File: config.mk
export PLATFORM = sky130hd
export DESIGN_NAME = conv1d_sequencer
export DESIGN_NICKNAME = d
export VERILOG_FILES = /design/src/rtl/conv1d_pkg.sv /design/src/rtl/conv1d_col_writer.sv /design/src/rtl/conv1d_sequencer.sv
export SDC_FILE = /design/constraint.sdc
export NUM_CORES = 1
export LEC_CHECK = 0
export BUFFER_PORTS_ARGS = -buffer_cell sky130_fd_sc_hd__buf_2
export CAP_MARGIN = 20
export CORE_UTILIZATION = 55
export DETAILED_ROUTE_END_ITERATION = 8
export PLACE_DENSITY = 0.76
export SLEW_MARGIN = 20
export SYNTH_ARGS = -nofsm -noshare
export SYNTH_HDL_FRONTEND = slang
export SYNTH_SLANG_ARGS = --single-unit
File: constraint.sdc
create_clock -name clk -period 7.25 [get_ports clk]
set_input_delay 0.725 -clock clk [delete_from_list [all_inputs] [get_ports clk]]
set_output_delay 0.725 -clock clk [all_outputs]
set_load 0.02 [all_outputs]
File: src/rtl/conv1d_pkg.sv
// conv1d_pkg: shared command codes, sequencer states and default geometry for the conv1d sequencer.
package conv1d_pkg;
   localparam int DEF_KERNEL_LENGTH = 8;
   localparam int DEF_PADDING = 4;
   localparam int DEF_MAX_DEPTH = 128;
   localparam int DEF_MAX_WIDTH = 1024;
   localparam logic [6:0] CMD_WR_INPUT = 7'd10;
   localparam logic [6:0] CMD_WR_KERNEL = 7'd11;
   localparam logic [6:0] CMD_OFFSET = 7'd20;
   localparam logic [6:0] CMD_WIDTH = 7'd25;
   localparam logic [6:0] CMD_DEPTH = 7'd26;
   localparam logic [6:0] CMD_COMPUTE = 7'd41;
   localparam logic [6:0] CMD_READ_ACC = 7'd43;
   localparam logic [6:0] CMD_START_X = 7'd44;
   typedef enum logic [3:0] {
      IDLE, REJECT, CFG_OFF, CFG_WID, CFG_DEP, PREFILL,
      SETX, COMPUTE, READ, CAPTURE, EMIT, LOAD, FINISH
   } state_t;
endpackage

File: src/rtl/conv1d_col_writer.sv
// conv1d_col_writer: writes one window column of depth bytes (pad byte or streamed input) as cmd 10 writes.
module conv1d_col_writer (
   input  logic        clk,
   input  logic        rst_n,
   input  logic        go,
   input  logic [31:0] slot,
   input  logic [31:0] depth,
   input  logic        pad,
   input  logic [7:0]  pad_byte,
   input  logic        in_valid,
   input  logic [7:0]  in_data,
   output logic        in_ready,
   output logic        wr,
   output logic [31:0] addr,
   output logic [7:0]  data,
   output logic        col_done
);
   logic active, last, take;
   logic [31:0] ch;
   assign in_ready = active && !pad;
   assign take = active && (pad || in_valid);
   // done coincides with the last write being presented, so the caller's next command never collides
   assign col_done = wr && last;
   always_ff @(posedge clk) begin
      if (!rst_n) begin
         active <= 1'b0;
         last <= 1'b0;
         wr <= 1'b0;
         ch <= '0;
         addr <= '0;
         data <= '0;
      end else begin
         wr <= take;
         if (take) begin
            addr <= slot * depth + ch;
            data <= pad ? pad_byte : in_data;
            last <= ch == depth - 1;
            ch <= ch == depth - 1 ? '0 : ch + 1;
         end
         if (go) begin
            active <= 1'b1;
            ch <= '0;
         end else if (take && ch == depth - 1) begin
            active <= 1'b0;
         end
      end
   end
endmodule

File: src/rtl/conv1d_sequencer.sv
// conv1d_sequencer: drives the conv1d datapath command port from a layer config and an input byte stream,
// keeping the circular 8-column window filled with same-padding and streaming one accumulator per output.
module conv1d_sequencer
   import conv1d_pkg::*;
#(
   parameter int KERNEL_LENGTH = DEF_KERNEL_LENGTH,
   parameter int PADDING = DEF_PADDING,
   parameter int MAX_DEPTH = DEF_MAX_DEPTH,
   parameter int MAX_WIDTH = DEF_MAX_WIDTH
) (
   input  logic        clk,
   input  logic        rst_n,
   input  logic        start,
   input  logic [31:0] cfg_depth,
   input  logic [31:0] cfg_width,
   input  logic [31:0] cfg_offset,
   input  logic        in_valid,
   output logic        in_ready,
   input  logic [7:0]  in_data,
   output logic        out_valid,
   input  logic        out_ready,
   output logic [31:0] out_data,
   output logic        busy,
   output logic        done,
   output logic        err,
   output logic [6:0]  cu_cmd,
   output logic [31:0] cu_inp0,
   output logic [31:0] cu_inp1,
   input  logic [31:0] cu_ret
);
   state_t state, next;
   logic [31:0] depth, width, offset, col, p, slot, neg_off, wr_addr;
   logic [7:0] wr_data;
   logic loaded, go, pad, bad, last_out, wr, col_done;
   assign bad = cfg_depth == 0 || cfg_depth > MAX_DEPTH || cfg_width == 0 || cfg_width > MAX_WIDTH;
   assign pad = col < PADDING || col >= width + PADDING;
   assign slot = col % KERNEL_LENGTH;
   assign neg_off = -offset;
   assign last_out = p == width - 1;
   conv1d_col_writer u_col (
      .clk(clk), .rst_n(rst_n), .go(go), .slot(slot), .depth(depth), .pad(pad),
      .pad_byte(neg_off[7:0]), .in_valid(in_valid), .in_data(in_data), .in_ready(in_ready),
      .wr(wr), .addr(wr_addr), .data(wr_data), .col_done(col_done)
   );
   // the next column load starts at CAPTURE so it overlaps the result handshake
   always_comb begin
      next = state;
      go = 1'b0;
      case (state)
         IDLE: next = start ? (bad ? REJECT : CFG_OFF) : IDLE;
         REJECT: next = IDLE;
         CFG_OFF: next = CFG_WID;
         CFG_WID: next = CFG_DEP;
         CFG_DEP: begin
            next = PREFILL;
            go = 1'b1;
         end
         PREFILL: begin
            next = col_done && col == KERNEL_LENGTH - 1 ? SETX : PREFILL;
            go = col_done && col != KERNEL_LENGTH - 1;
         end
         SETX: next = COMPUTE;
         COMPUTE: next = READ;
         READ: next = CAPTURE;
         CAPTURE: begin
            next = EMIT;
            go = !last_out;
         end
         EMIT: next = out_ready ? (last_out ? FINISH : LOAD) : EMIT;
         LOAD: next = loaded || col_done ? SETX : LOAD;
         FINISH: next = IDLE;
         default: next = IDLE;
      endcase
   end
   always_ff @(posedge clk) begin
      if (!rst_n) begin
         state <= IDLE;
         depth <= '0;
         width <= '0;
         offset <= '0;
         col <= '0;
         p <= '0;
         out_data <= '0;
         err <= 1'b0;
         loaded <= 1'b0;
      end else begin
         state <= next;
         if (state == IDLE && start) begin
            depth <= cfg_depth;
            width <= cfg_width;
            offset <= cfg_offset;
            col <= '0;
            p <= '0;
            err <= bad;
         end
         if (col_done) loaded <= 1'b1;
         if (go) loaded <= 1'b0;
         if (go && state != CFG_DEP) col <= col + 1;
         if (state == CAPTURE) out_data <= cu_ret;
         if (state == EMIT && out_ready) p <= p + 1;
      end
   end
   always_comb begin
      busy = !(state inside {IDLE, REJECT, FINISH});
      done = state inside {REJECT, FINISH};
      out_valid = state == EMIT;
      cu_cmd = wr ? CMD_WR_INPUT :
               state == CFG_OFF ? CMD_OFFSET :
               state == CFG_WID ? CMD_WIDTH :
               state == CFG_DEP ? CMD_DEPTH :
               state == SETX ? CMD_START_X :
               state == COMPUTE ? CMD_COMPUTE :
               state == READ ? CMD_READ_ACC : 7'd0;
      cu_inp0 = wr ? wr_addr : '0;
      cu_inp1 = wr ? {{24{wr_data[7]}}, wr_data} :
                state == CFG_OFF ? offset :
                state == CFG_WID ? width :
                state == CFG_DEP ? depth :
                state == SETX ? p % KERNEL_LENGTH : '0;
   end
endmodule

# == Word-level counts from Yosys, hierarchy flattened ==
# Cells that the tools add are included.
# word_totals
register_bits,273
input_bits,141
out_inout_bits,108
wordCells,101
# op_classes
add_sub_neg,8
multipliers,1
order_cmp,4
n_eq_ne,17
n_mux,28
bitwise_logic,1
reduce_logical,27
# ops
operator,n
32-bit 2-to-1 mux,9
"32-bit by 1-bit adder with 32-bit output, second input constant",3
32-bit == test,2
32-bit logical NOT,2
"32-bit by 1-bit subtractor with 32-bit output, second input constant",2
4-bit one-hot mux with 11 select lines,1
6-bit 2-to-1 mux,7
"32-bit by 3-bit adder with 32-bit output, second input constant",1
32-bit adder,1
"32-bit by 3-bit == test with 1-bit output, second input constant",1
32-bit greater-or-equal comparator,1
"32-bit by 11-bit > comparator with 1-bit output, second input constant",1
"32-bit by 8-bit > comparator with 1-bit output, second input constant",1
"32-bit by 3-bit < comparator with 1-bit output, second input constant",1
3-bit by 32-bit multiplier with 32-bit output,1
"32-bit by 3-bit != test with 1-bit output, second input constant",1
"4-bit == test, second input constant",5
"4-bit by 3-bit == test with 1-bit output, second input constant",4
1-bit logical AND,9
3-bit 2-to-1 mux,3
"4-bit by 2-bit == test with 1-bit output, second input constant",2
8-bit 2-to-1 mux,1
8-bit negation,1
2-bit nonzero test,4
other kinds (12),22

# == Logic depth before layout (Yosys ltp) ==
# Gate-level depths: netlist of run 1.
# logic_depth
ltp_word,8
depth_mapped,20
ltp_nobuf,17

# == Hierarchy ==
# Synthesis of run 1 repeated with hierarchy kept, for this count alone.
# unflattened
cells_unflattened,4065
area_unflattened_um2,33240.6
# by_module_without_submodules
mod,n_inst,cells_each,area_per_inst_um2,seq_area_each_um2
conv1d_col_writer,1,2442,21159.0,1501.4
conv1d_sequencer,1,1623,12081.6,3963.8

# == Least setup slack after synthesis of run 1 ==
# OpenSTA, ideal clock, no wires.
# synth_path
kind,flip-flop to output port
startpoint,reg width[6]
endpoint,out in_ready
arrival_ns,3.809
t_required_ns,6.525
slack_ns,2.716
stages_incl_launch_ff,16
n_path_buf,2
cell_sequence,dfxtp_1 -> clkbuf_1 -> and3_1 -> nand3_1 -> nor2_1 -> nand3_1 -> nor2_1 -> nand2_1 -> xor2_1 -> ha_1 -> a21o_1 -> a21o_1 -> a221oi_1 -> nor3b_1 -> clkbuf_1 -> and2_1
# synth_via
elab_chain_cells,5
# synth_lines
item,line,text
from (decl),conv1d_sequencer.sv:32,"logic [31:0] depth, width, offset, col, p, slot, neg_off, wr_addr;"
from (signal assigned),conv1d_sequencer.sv:90,width <= cfg_width;
32-bit by 3-bit adder with 32-bit output,conv1d_sequencer.sv:36,assign pad = col < PADDING || col >= width + PADDING;
32-bit greater-or-equal comparator,conv1d_sequencer.sv:36,
1-bit logical OR,conv1d_sequencer.sv:36,
1-bit logical NOT,conv1d_col_writer.sv:20,assign in_ready = active && !pad;
1-bit logical AND,conv1d_col_writer.sv:20,
to (decl),conv1d_sequencer.sv:18,"output logic in_ready,"
# Every way passes these cells.

# == Final worst setup path of run 1 ==
# Same ends and word-level chain as after synthesis.

==> results of run 1 <==
-- cells in the mapped netlist, types with 16 or more instances --
| master | instances | share of area, % |
|---|---|---|
| sky130_fd_sc_hd__fa_1 | 59 | 6.0 |
| sky130_fd_sc_hd__nand2b_1 | 24 | 0.76 |
| sky130_fd_sc_hd__a211oi_1 | 20 | 0.76 |
| sky130_fd_sc_hd__o21ai_0 | 62 | 1.6 |
| sky130_fd_sc_hd__ha_1 | 73 | 4.6 |
| sky130_fd_sc_hd__nor3_1 | 60 | 1.5 |
| sky130_fd_sc_hd__xor2_1 | 72 | 3.2 |
| sky130_fd_sc_hd__or3_1 | 28 | 0.89 |
| sky130_fd_sc_hd__clkbuf_1 | 175 | 3.3 |
| sky130_fd_sc_hd__nand2_1 | 515 | 9.8 |
| sky130_fd_sc_hd__nand3_1 | 82 | 2.1 |
| sky130_fd_sc_hd__and3_1 | 39 | 1.2 |
| sky130_fd_sc_hd__nor3b_1 | 36 | 1.4 |
| sky130_fd_sc_hd__nor4_1 | 43 | 1.4 |
| sky130_fd_sc_hd__nor2_1 | 161 | 3.1 |
| sky130_fd_sc_hd__xnor2_1 | 108 | 4.8 |
| sky130_fd_sc_hd__mux2i_1 | 50 | 2.5 |
| sky130_fd_sc_hd__a21oi_1 | 262 | 6.7 |
| sky130_fd_sc_hd__a31oi_1 | 16 | 0.51 |
| sky130_fd_sc_hd__nand4_1 | 47 | 1.5 |
| sky130_fd_sc_hd__inv_1 | 95 | 1.8 |
| sky130_fd_sc_hd__and2_1 | 46 | 1.5 |
| sky130_fd_sc_hd__a21o_1 | 33 | 1.3 |
| sky130_fd_sc_hd__dfxtp_1 | 273 | 28 |
-- metal layers --
layer / vias to the layer above / track usage, %
li1: 9224 / -
met1: 9299 / 43.7
met2: 896 / 56.4
met3: 197 / 4.11
met4: 0 / 17.8
met5: - / 0
-- kinds of logic (layout without fill, tap and decap cells) --
group / after synthesis / after routing / share of synthesized area [%]
AO/OA/AOI/OAI: 517 / 517 / 16.1
XOR/XNOR: 180 / 180 / 8.01
adder cells (fa/ha/maj): 132 / 132 / 10.6
buffers and inverters: 294 / 413 / 5.77
flip-flops: 273 / 273 / 27.8
multiplexers: 60 / 60 / 3.12
other: 1 / 1 / 0.0191
AND/OR/NAND/NOR: 1160 / 1160 / 28.6
-- through the flow --
step / instances / hold WS [ns] / worst slack (ns) / utilization (%) / power (mW)
2_1_floorplan: 2617 / 0.427 / 2.72 / - / 2.30
3_3_place_gp: 3136 / 0.438 / 2.15 / 59.9 / 2.56
3_5_place_dp: 3136 / 0.440 / 2.01 / 59.9 / 2.57
4_1_cts: 3191 / 0.362 / 1.55 / 63.0 / 4.22
5_1_grt: 3191 / 0.376 / 1.10 / 63.0 / 4.38
6_report: 3191 / 0.379 / 1.47 / 63.0 / 4.23
-- worst max path at each step --
stage | from | endpoint
floorplan | width[6] | in_ready
global placement | width[6] | u_col.addr[28]
detailed placement | width[6] | u_col.ch[13]
CTS | width[6] | in_ready
global route | width[6] | in_ready
finish | width[6] | in_ready
-- worst reg2reg max path, delay by kind of cell, from the launching register on --
kind | cells | cell delay [ns]
flip-flops | 1 | 0.65
XOR/XNOR | 1 | 0.18
AND/OR/NAND/NOR | 10 | 2.94
adder cells (fa/ha/maj) | 1 | 0.30
AO/OA/AOI/OAI | 4 | 1.11
-- final cells by class --
class,count,area share (%)
Multi-Input combinational cell,2050,59.8
Sequential cell,273,24.9
Timing Repair Buffer,263,6.19
Clock buffer,45,4.13
Tap cell,455,2.59
Inverter,95,1.64
Clock inverter,10,0.723
-- where the power goes --
part | switching [mW] | internal, mW | total [mW]
clock | 0.656 | 1.00 | 1.66
combinational | 0.535 | 0.304 | 0.839
sequential | 0.167 | 1.56 | 1.73
-- sequential cells by signal (all words and copies together) (netlist names), 4 cells and up --
| register | count |
|---|---|
| out_data | 32 |
| col | 32 |
| u_col.addr | 32 |
| p | 32 |
| width | 32 |
| u_col.ch | 32 |
| depth | 32 |
| u_col.data | 8 |
| state | 4 |
| offset | 32 |
==> out/metrics.json, run 1 <==
{
  "maxCapViolations": {"value": 0},
  "hold_crit_depth": {"value": 3},
  "slew-limit-headroom": {"value": 29.7, "unit": "%"},
  "grt-ovfl-total": {"value": 0},
  "first_global_vias": {"value": 18400},
  "worstHoldEndpoint": {"value": "out_data[21]"},
  "postSynthAreaPerCell": {"value": 7.52, "unit": "um2"},
  "timing.critical_path.to_type": {"value": "output pin"},
  "drv_slew": {"value": 0},
  "placed_cell_area": {"value": 0.0209, "unit": "mm2"},
  "h-tree-depth": {"value": 1},
  "buf_inv_stages_crit_path": {"value": 1},
  "clock_buffer_depth": {"value": 3},
  "synth_ff_type": {"value": "sky130_fd_sc_hd__dfxtp_1"},
  "ant_nets": {"value": 0},
  "setup.worst_path.class": {"value": "flip-flop to output pin"},
  "finalWeightedCongestion": {"value": 0.985},
  "area_delta_synth_final": {"value": 11.7, "unit": "%"},
  "met3WireLength": {"value": 4.89, "unit": "mm"},
  "critPathMaxStageDelay": {"value": 0.66, "unit": "ns"},
  "fraction_of_layout_instances_using_a_drive_strength_above_1": {"value": 13.3, "unit": "%"},
  "finalSetupViolations": {"value": 0},
  "fin_area": {"value": 0.0220, "unit": "mm2"},
  "grt_use_total": {"value": 34.2, "unit": "%"},
  "io_buffers": {"value": 247},
  "run_status": {"value": "completed"},
  "grt_max_degree": {"value": 111},
  "die_area": {"value": 0.0365, "unit": "mm2"},
  "wl_per_cell": {"value": 19.7, "unit": "um"},
  "number_of_different_library_cells_in_the_post_synthesis_netlist": {"value": 79},
  "tritoncts_sinks": {"value": 273},
  "antenna_violations_before_repair": {"value": 0},
  "finish.net_count": {"value": 2987},
  "layout.area.seq": {"value": 0.00547, "unit": "mm2"},
  "max_freq": {"value": 0.173, "unit": "GHz"},
  "peakVddDrop": {"value": 165, "unit": "uV"},
  "drtPass1Iterations": {"value": 6},
  "fillCellCount": {"value": 3193},
  "worst_setup_path_start_kind": {"value": "flip-flop"},
  "dieHeight": {"value": 191, "unit": "um"},
  "detail_route.wirelength": {"value": 63.0, "unit": "mm"},
  "detailed_place_hpwl": {"value": 46.6, "unit": "mm"},
  "finalCritPeriodShare": {"value": 79.8, "unit": "%"},
  "clk_pin_slew": {"value": 0.06, "unit": "ns"},
  "routed-via-count": {"value": 19600},
  "mostFrequentLayoutCells": {"value": "sky130_fd_sc_hd__nand2_1 (515), sky130_fd_sc_hd__dfxtp_1 (271), sky130_fd_sc_hd__a21oi_1 (262)"},
  "detailedRoute.firstIterationViolations": {"value": 1616},
  "holdCritStartpoint": {"value": "cu_ret[21]"},
  "multi_input_comb_area": {"value": 0.0132, "unit": "mm2"},
  "hold_viol_final": {"value": 0},
  "ys_warn_count": {"value": 0},
  "rsz0062_at_grt": {"value": "no"},
  "worst-endpoint-required": {"value": 6.52, "unit": "ns"},
  "core-area": {"value": 0.0349, "unit": "mm2"},
  "reg2reg_from": {"value": "width[6]"},
  "synth.yosys.seq_area_share": {"value": 27.8, "unit": "%"},
  "cts-root-buf": {"value": "sky130_fd_sc_hd__clkbuf_16"},
  "cts.repair.resized": {"value": 0},
  "asyncSetResetFlopFracSynth": {"value": 0, "unit": "%"},
  "via_count_normalized_by_instance_count": {"value": 6.15},
  "count_of_cell_instances_traversed_by_the_critical_path": {"value": 15},
  "period_needed": {"value": 5.78, "unit": "ns"},
  "setup.reg_to_reg.worst_slack": {"value": 1.92, "unit": "ns"},
  "worstRegToRegCells": {"value": 16},
  "worst_hold_path_type": {"value": "input pin to flip-flop"},
  "p_leak": {"value": 9.14, "unit": "nW"},
  "detail_route_met2_wl": {"value": 29.2, "unit": "mm"},
  "cts_setup_buffers": {"value": 0},
  "io_pins": {"value": 249},
  "initial_core_utilization": {"value": 56.4, "unit": "%"},
  "critical_path_s_top_delay_family": {"value": "simple AND/OR/NAND/NOR gates"},
  "routed.top_layer": {"value": "met4"},
  "drc_errors": {"value": 0},
  "critical_path.cell_chain": {"value": "and3_1 -> nand3_1 -> nor2_1 -> nand3_1 -> nor2_1 -> nand4_1 -> xor2_1 -> ha_1 -> nand4_1 -> nor4_1 -> o21ai_0 -> a41oi_1 -> nor3b_2 -> and2_1 -> buf_2"},
  "die_width": {"value": 191, "unit": "um"},
  "synth_enable_flop_cells": {"value": 0},
  "routedLengthMet1": {"value": 25.5, "unit": "mm"},
  "diodes_inserted": {"value": 0},
  "worst-slew-pin-transition": {"value": 1.05, "unit": "ns"},
  "timing.clock.skew": {"value": 0.0230, "unit": "ns"},
  "crit_fanout": {"value": 15},
  "postSynthNetCount": {"value": 2890},
  "cts_made_buffers": {"value": 31},
  "grt_pass1_wl": {"value": 99.0, "unit": "mm"},
  "worstReg2RegEnd": {"value": "u_col.active"},
  "ys_seq_elements": {"value": 273},
  "cts_tree": {"value": "built"},
  "post_cts_hold_buffer_count": {"value": 0},
  "netlist_area": {"value": 0.0197, "unit": "mm2"},
  "clock_insertion_delay_worst_skew": {"value": 0.59, "unit": "ns"},
  "power_density": {"value": 192, "unit": "mW/mm2"},
  "synth_cells": {"value": 2617},
  "worst-endpoint-arrival": {"value": 5.06, "unit": "ns"},
  "critical-path-slowest-cell": {"value": "sky130_fd_sc_hd__a41oi_1"},
  "mostFrequentLayoutCell": {"value": "sky130_fd_sc_hd__nand2_1"},
  "setup_total_neg_slack": {"value": 0, "unit": "ns"},
  "std_cell_rows": {"value": 68}
}
Power figures use the tool's default switching activity.
==> run 2: changes to the inputs <==
ABC_AREA = 1   (was unset)
CORE_UTILIZATION = 54   (was 55)
PLACE_DENSITY = 0.78   (was 0.76)
clock period = 5.1 ns   (was 7.25 ns; I/O delays follow)
==> run 2 against run 1 <==
Compared with the run above: critical endpoint unchanged; critical path type unchanged; non-clock buffer count grew 24; clock skew decreased by 0.0027 ns; largest cell class unchanged; sequential share of layout area shrank 1.8 points.
==> out/metrics.json, run 2 <==
{
  "grt_pass1_wl": {"value": 114, "unit": "mm"},
  "setup.reg_to_reg.worst_slack": {"value": 0.34, "unit": "ns"},
  "postSynthAreaPerCell": {"value": 6.63, "unit": "um2"},
  "worst-slew-pin-transition": {"value": 1.07, "unit": "ns"},
  "number_of_different_library_cells_in_the_post_synthesis_netlist": {"value": 60},
  "worst-endpoint-arrival": {"value": 4.35, "unit": "ns"},
  "leading_cell_type_by_number_of_instances_after_synthesis": {"value": "sky130_fd_sc_hd__nand2_1"},
  "placed_cell_area": {"value": 0.0225, "unit": "mm2"},
  "routed-via-count": {"value": 22200},
  "cp-startpoint": {"value": "width[2]"},
  "std_cell_rows": {"value": 71},
  "finalCritPeriodShare": {"value": 95.3, "unit": "%"},
  "run_status": {"value": "completed"},
  "via_count_normalized_by_instance_count": {"value": 5.73},
  "area_delta_synth_final": {"value": 12.5, "unit": "%"},
  "cts_tree": {"value": "built"},
  "final_cell_count_no_fill": {"value": 3867},
  "die_area": {"value": 0.0398, "unit": "mm2"},
  "io_pins": {"value": 249},
  "hold_viol_final": {"value": 0},
  "die_width": {"value": 199, "unit": "um"},
  "peakVddDrop": {"value": 250, "unit": "uV"},
  "antenna_violations_before_repair": {"value": 0},
  "synth_cells": {"value": 3177},
  "worst-endpoint-required": {"value": 4.59, "unit": "ns"},
  "tritoncts_sinks": {"value": 273},
  "synth_ff_type": {"value": "sky130_fd_sc_hd__dfxtp_1"},
  "diodes_inserted": {"value": 0},
  "power_density": {"value": 232, "unit": "mW/mm2"},
  "drc_errors": {"value": 0},
  "placedCellCount": {"value": 3800},
  "holdCritStartpoint": {"value": "cu_ret[28]"},
  "clock_insertion_delay_worst_skew": {"value": 0.61, "unit": "ns"},
  "yosys.area.top_type_share": {"value": 26.0, "unit": "%"},
  "timing.clock.skew": {"value": 0.0203, "unit": "ns"},
  "h-tree-depth": {"value": 1},
  "list_of_most_frequent_post_synthesis_cells": {"value": "sky130_fd_sc_hd__nand2_1 (677), sky130_fd_sc_hd__inv_1 (392), sky130_fd_sc_hd__nor2_1 (365)"},
  "timing.critical_path.to_type": {"value": "output pin"},
  "reg2reg_from": {"value": "width[2]"},
  "post_cts_hold_buffer_count": {"value": 0},
  "finalSetupViolations": {"value": 0},
  "worst_path_most_repeated_cell": {"value": "sky130_fd_sc_hd__nand3_1"},
  "asyncSetResetFlopFracSynth": {"value": 0, "unit": "%"},
  "detailedRoute.firstIterationViolations": {"value": 1997},
  "grt-ovfl-total": {"value": 0},
  "finalWeightedCongestion": {"value": 0.969},
  "initial_core_utilization": {"value": 55.4, "unit": "%"},
  "wl_per_cell": {"value": 19.2, "unit": "um"},
  "clock_buffer_depth": {"value": 3},
  "synth.yosys.seq_area_share": {"value": 26.0, "unit": "%"},
  "dominant_cell_type_by_area_after_synthesis": {"value": "sky130_fd_sc_hd__dfxtp_1"},
  "cts_made_buffers": {"value": 31},
  "p_leak": {"value": 11.0, "unit": "nW"},
  "clk_pin_slew": {"value": 0.06, "unit": "ns"},
  "synth_enable_flop_cells": {"value": 0},
  "worst_hold_path_type": {"value": "input pin to flip-flop"},
  "max_freq": {"value": 0.206, "unit": "GHz"},
  "ant_nets": {"value": 0},
  "finish.net_count": {"value": 3604},
  "critical-path-slowest-cell": {"value": "sky130_fd_sc_hd__dfxtp_4"},
  "critPathMaxStageDelay": {"value": 0.38, "unit": "ns"},
  "fillCellCount": {"value": 3630},
  "detail_route.wirelength": {"value": 74.4, "unit": "mm"},
  "cts-root-buf": {"value": "sky130_fd_sc_hd__clkbuf_16"},
  "worst_setup_path_start_kind": {"value": "flip-flop"},
  "setup.worst_path.class": {"value": "flip-flop to output pin"},
  "fin_area": {"value": 0.0237, "unit": "mm2"},
  "ys_seq_elements": {"value": 273},
  "netlist_area": {"value": 0.0211, "unit": "mm2"},
  "yosys-top-cells-area": {"value": "sky130_fd_sc_hd__dfxtp_1 (26%), sky130_fd_sc_hd__nand2_1 (12%), sky130_fd_sc_hd__inv_1 (7.0%), sky130_fd_sc_hd__nor2_1 (6.5%), sky130_fd_sc_hd__a21oi_1 (5.9%)"},
  "dieHeight": {"value": 199, "unit": "um"},
  "fraction_of_layout_instances_using_a_drive_strength_above_1": {"value": 13.0, "unit": "%"},
  "first_global_vias": {"value": 20600},
  "grt_use_total": {"value": 37.1, "unit": "%"},
  "maxCapViolations": {"value": 0},
  "core-area": {"value": 0.0380, "unit": "mm2"},
  "drv_slew": {"value": 0},
  "drtPass1Iterations": {"value": 6},
  "mostFrequentLayoutCell": {"value": "sky130_fd_sc_hd__nand2_1"},
  "grt_max_degree": {"value": 78},
  "mostFrequentLayoutCells": {"value": "sky130_fd_sc_hd__nand2_1 (676), sky130_fd_sc_hd__inv_1 (391), sky130_fd_sc_hd__nor2_1 (360)"},
  "slew-limit-headroom": {"value": 28.1, "unit": "%"},
  "ys_warn_count": {"value": 0},
  "crit_fanout": {"value": 7},
  "detailed_place_hpwl": {"value": 58.8, "unit": "mm"},
  "postSynthNetCount": {"value": 3450},
  "critical_path.cell_chain": {"value": "ha_1 -> nand3_1 -> nor2_2 -> nand3_1 -> nor2_1 -> nand2_1 -> nor3_2 -> nand3_2 -> buf_4 -> buf_4 -> nor3_1 -> xor2_1 -> inv_1 -> ha_1 -> nand2_1 -> nor3_1 -> nand3_1 -> nor2_2 -> nand4_1 -> nand4_1 -> buf_6 -> nor2_1 -> buf_2"},
  "io_buffers": {"value": 247},
  "period_needed": {"value": 4.86, "unit": "ns"}
}
[run 2: cell types whose count changed after synthesis, sizes merged, moves of 30 or more]
cell    delta
inv      +300
nor2     +242
nand2    +170
o21ai    +167
xor2      +65
clkbuf    -53
xnor2     -50
nand3     +49
mux2i     -46
and2      -43
nand4     +39
and3      -37
nor3b     -30
[run 2: critical path, delay by kind of cell, from the launching register on]
kind	cells	cell delay (ns)
flops	1	0.38
simple gates	15	2.06
xor+xnor	1	0.17
fa+ha+maj	2	0.45
buf+inv	5	0.68
[run 2: through the flow]
| step | worst slack [ns] | hold WS, ns | TNS, ns | total power, mW | util [%] |
|---|---|---|---|---|---|
| after floorplan | 0.960 | 0.430 | 0 | 2.82 | - |
| after global placement | 0.318 | 0.444 | 0 | 3.07 | 59.1 |
| after detailed placement | 0.275 | 0.451 | 0 | 3.08 | 59.1 |
| after CTS | 0.0331 | 0.122 | 0 | 5.49 | 62.0 |
| after global routing | -0.00193 | 0.137 | -0.00193 | 5.67 | 62.3 |
| final | 0.241 | 0.132 | 0 | 5.50 | 62.3 |
[run 2: final timing paths]
check,end,depth (start not counted)
hold / removal,out_data[28],3
hold reg to reg,offset[15],2
setup reg to reg,u_col.ch[9],27
setup / recovery,in_ready,23
[run 2: repair_timing]
item | 4_1_cts | 5_1_grt
buffers inserted | 0 | 9
gates resized for setup | 3 | 14
pin swaps | 0 | 4
endpoints found under the setup margin | 1 | 73
[run 2: cells by family (layout without fill, tap and decap cells)]
group	after synthesis	after routing	synth area share, %
DFF	273	273	26.0
other	1	1	0.0178
adders and majority gates	132	132	9.95
xor gates and xnor gates	195	195	8.11
buffers and inverters	563	742	10.6
muxes	4	4	0.190
AOI/OAI and AO/OA	577	577	15.0
and+or+nand+nor	1432	1432	30.1
[run 2: report_power, final]
part	internal, mW	switching [mW]
clock network	1.47	0.977
logic	0.245	0.499
registers	2.19	0.120
[run 2: routing by layer]
layer,up-vias,wire length [um],global-route usage [%]
li1,10600,-,-
met1,10300,32000,50.9
met2,1173,32200,58.8
met3,136,7600,5.96
met4,0,2650,13.1
met5,-,0,0
[run 2: area by class of cell]
type                    count  area [um2]  share of cell area [%]
clock buffers              46         942                    3.98
clock inverters            12         164                   0.692
inverters                 397        1490                    6.30
multi-input cells        2341       13400                    56.7
flip-flops and latches    273        5480                    23.1
well taps                 511         639                    2.70
repair buffers            287        1560                    6.57
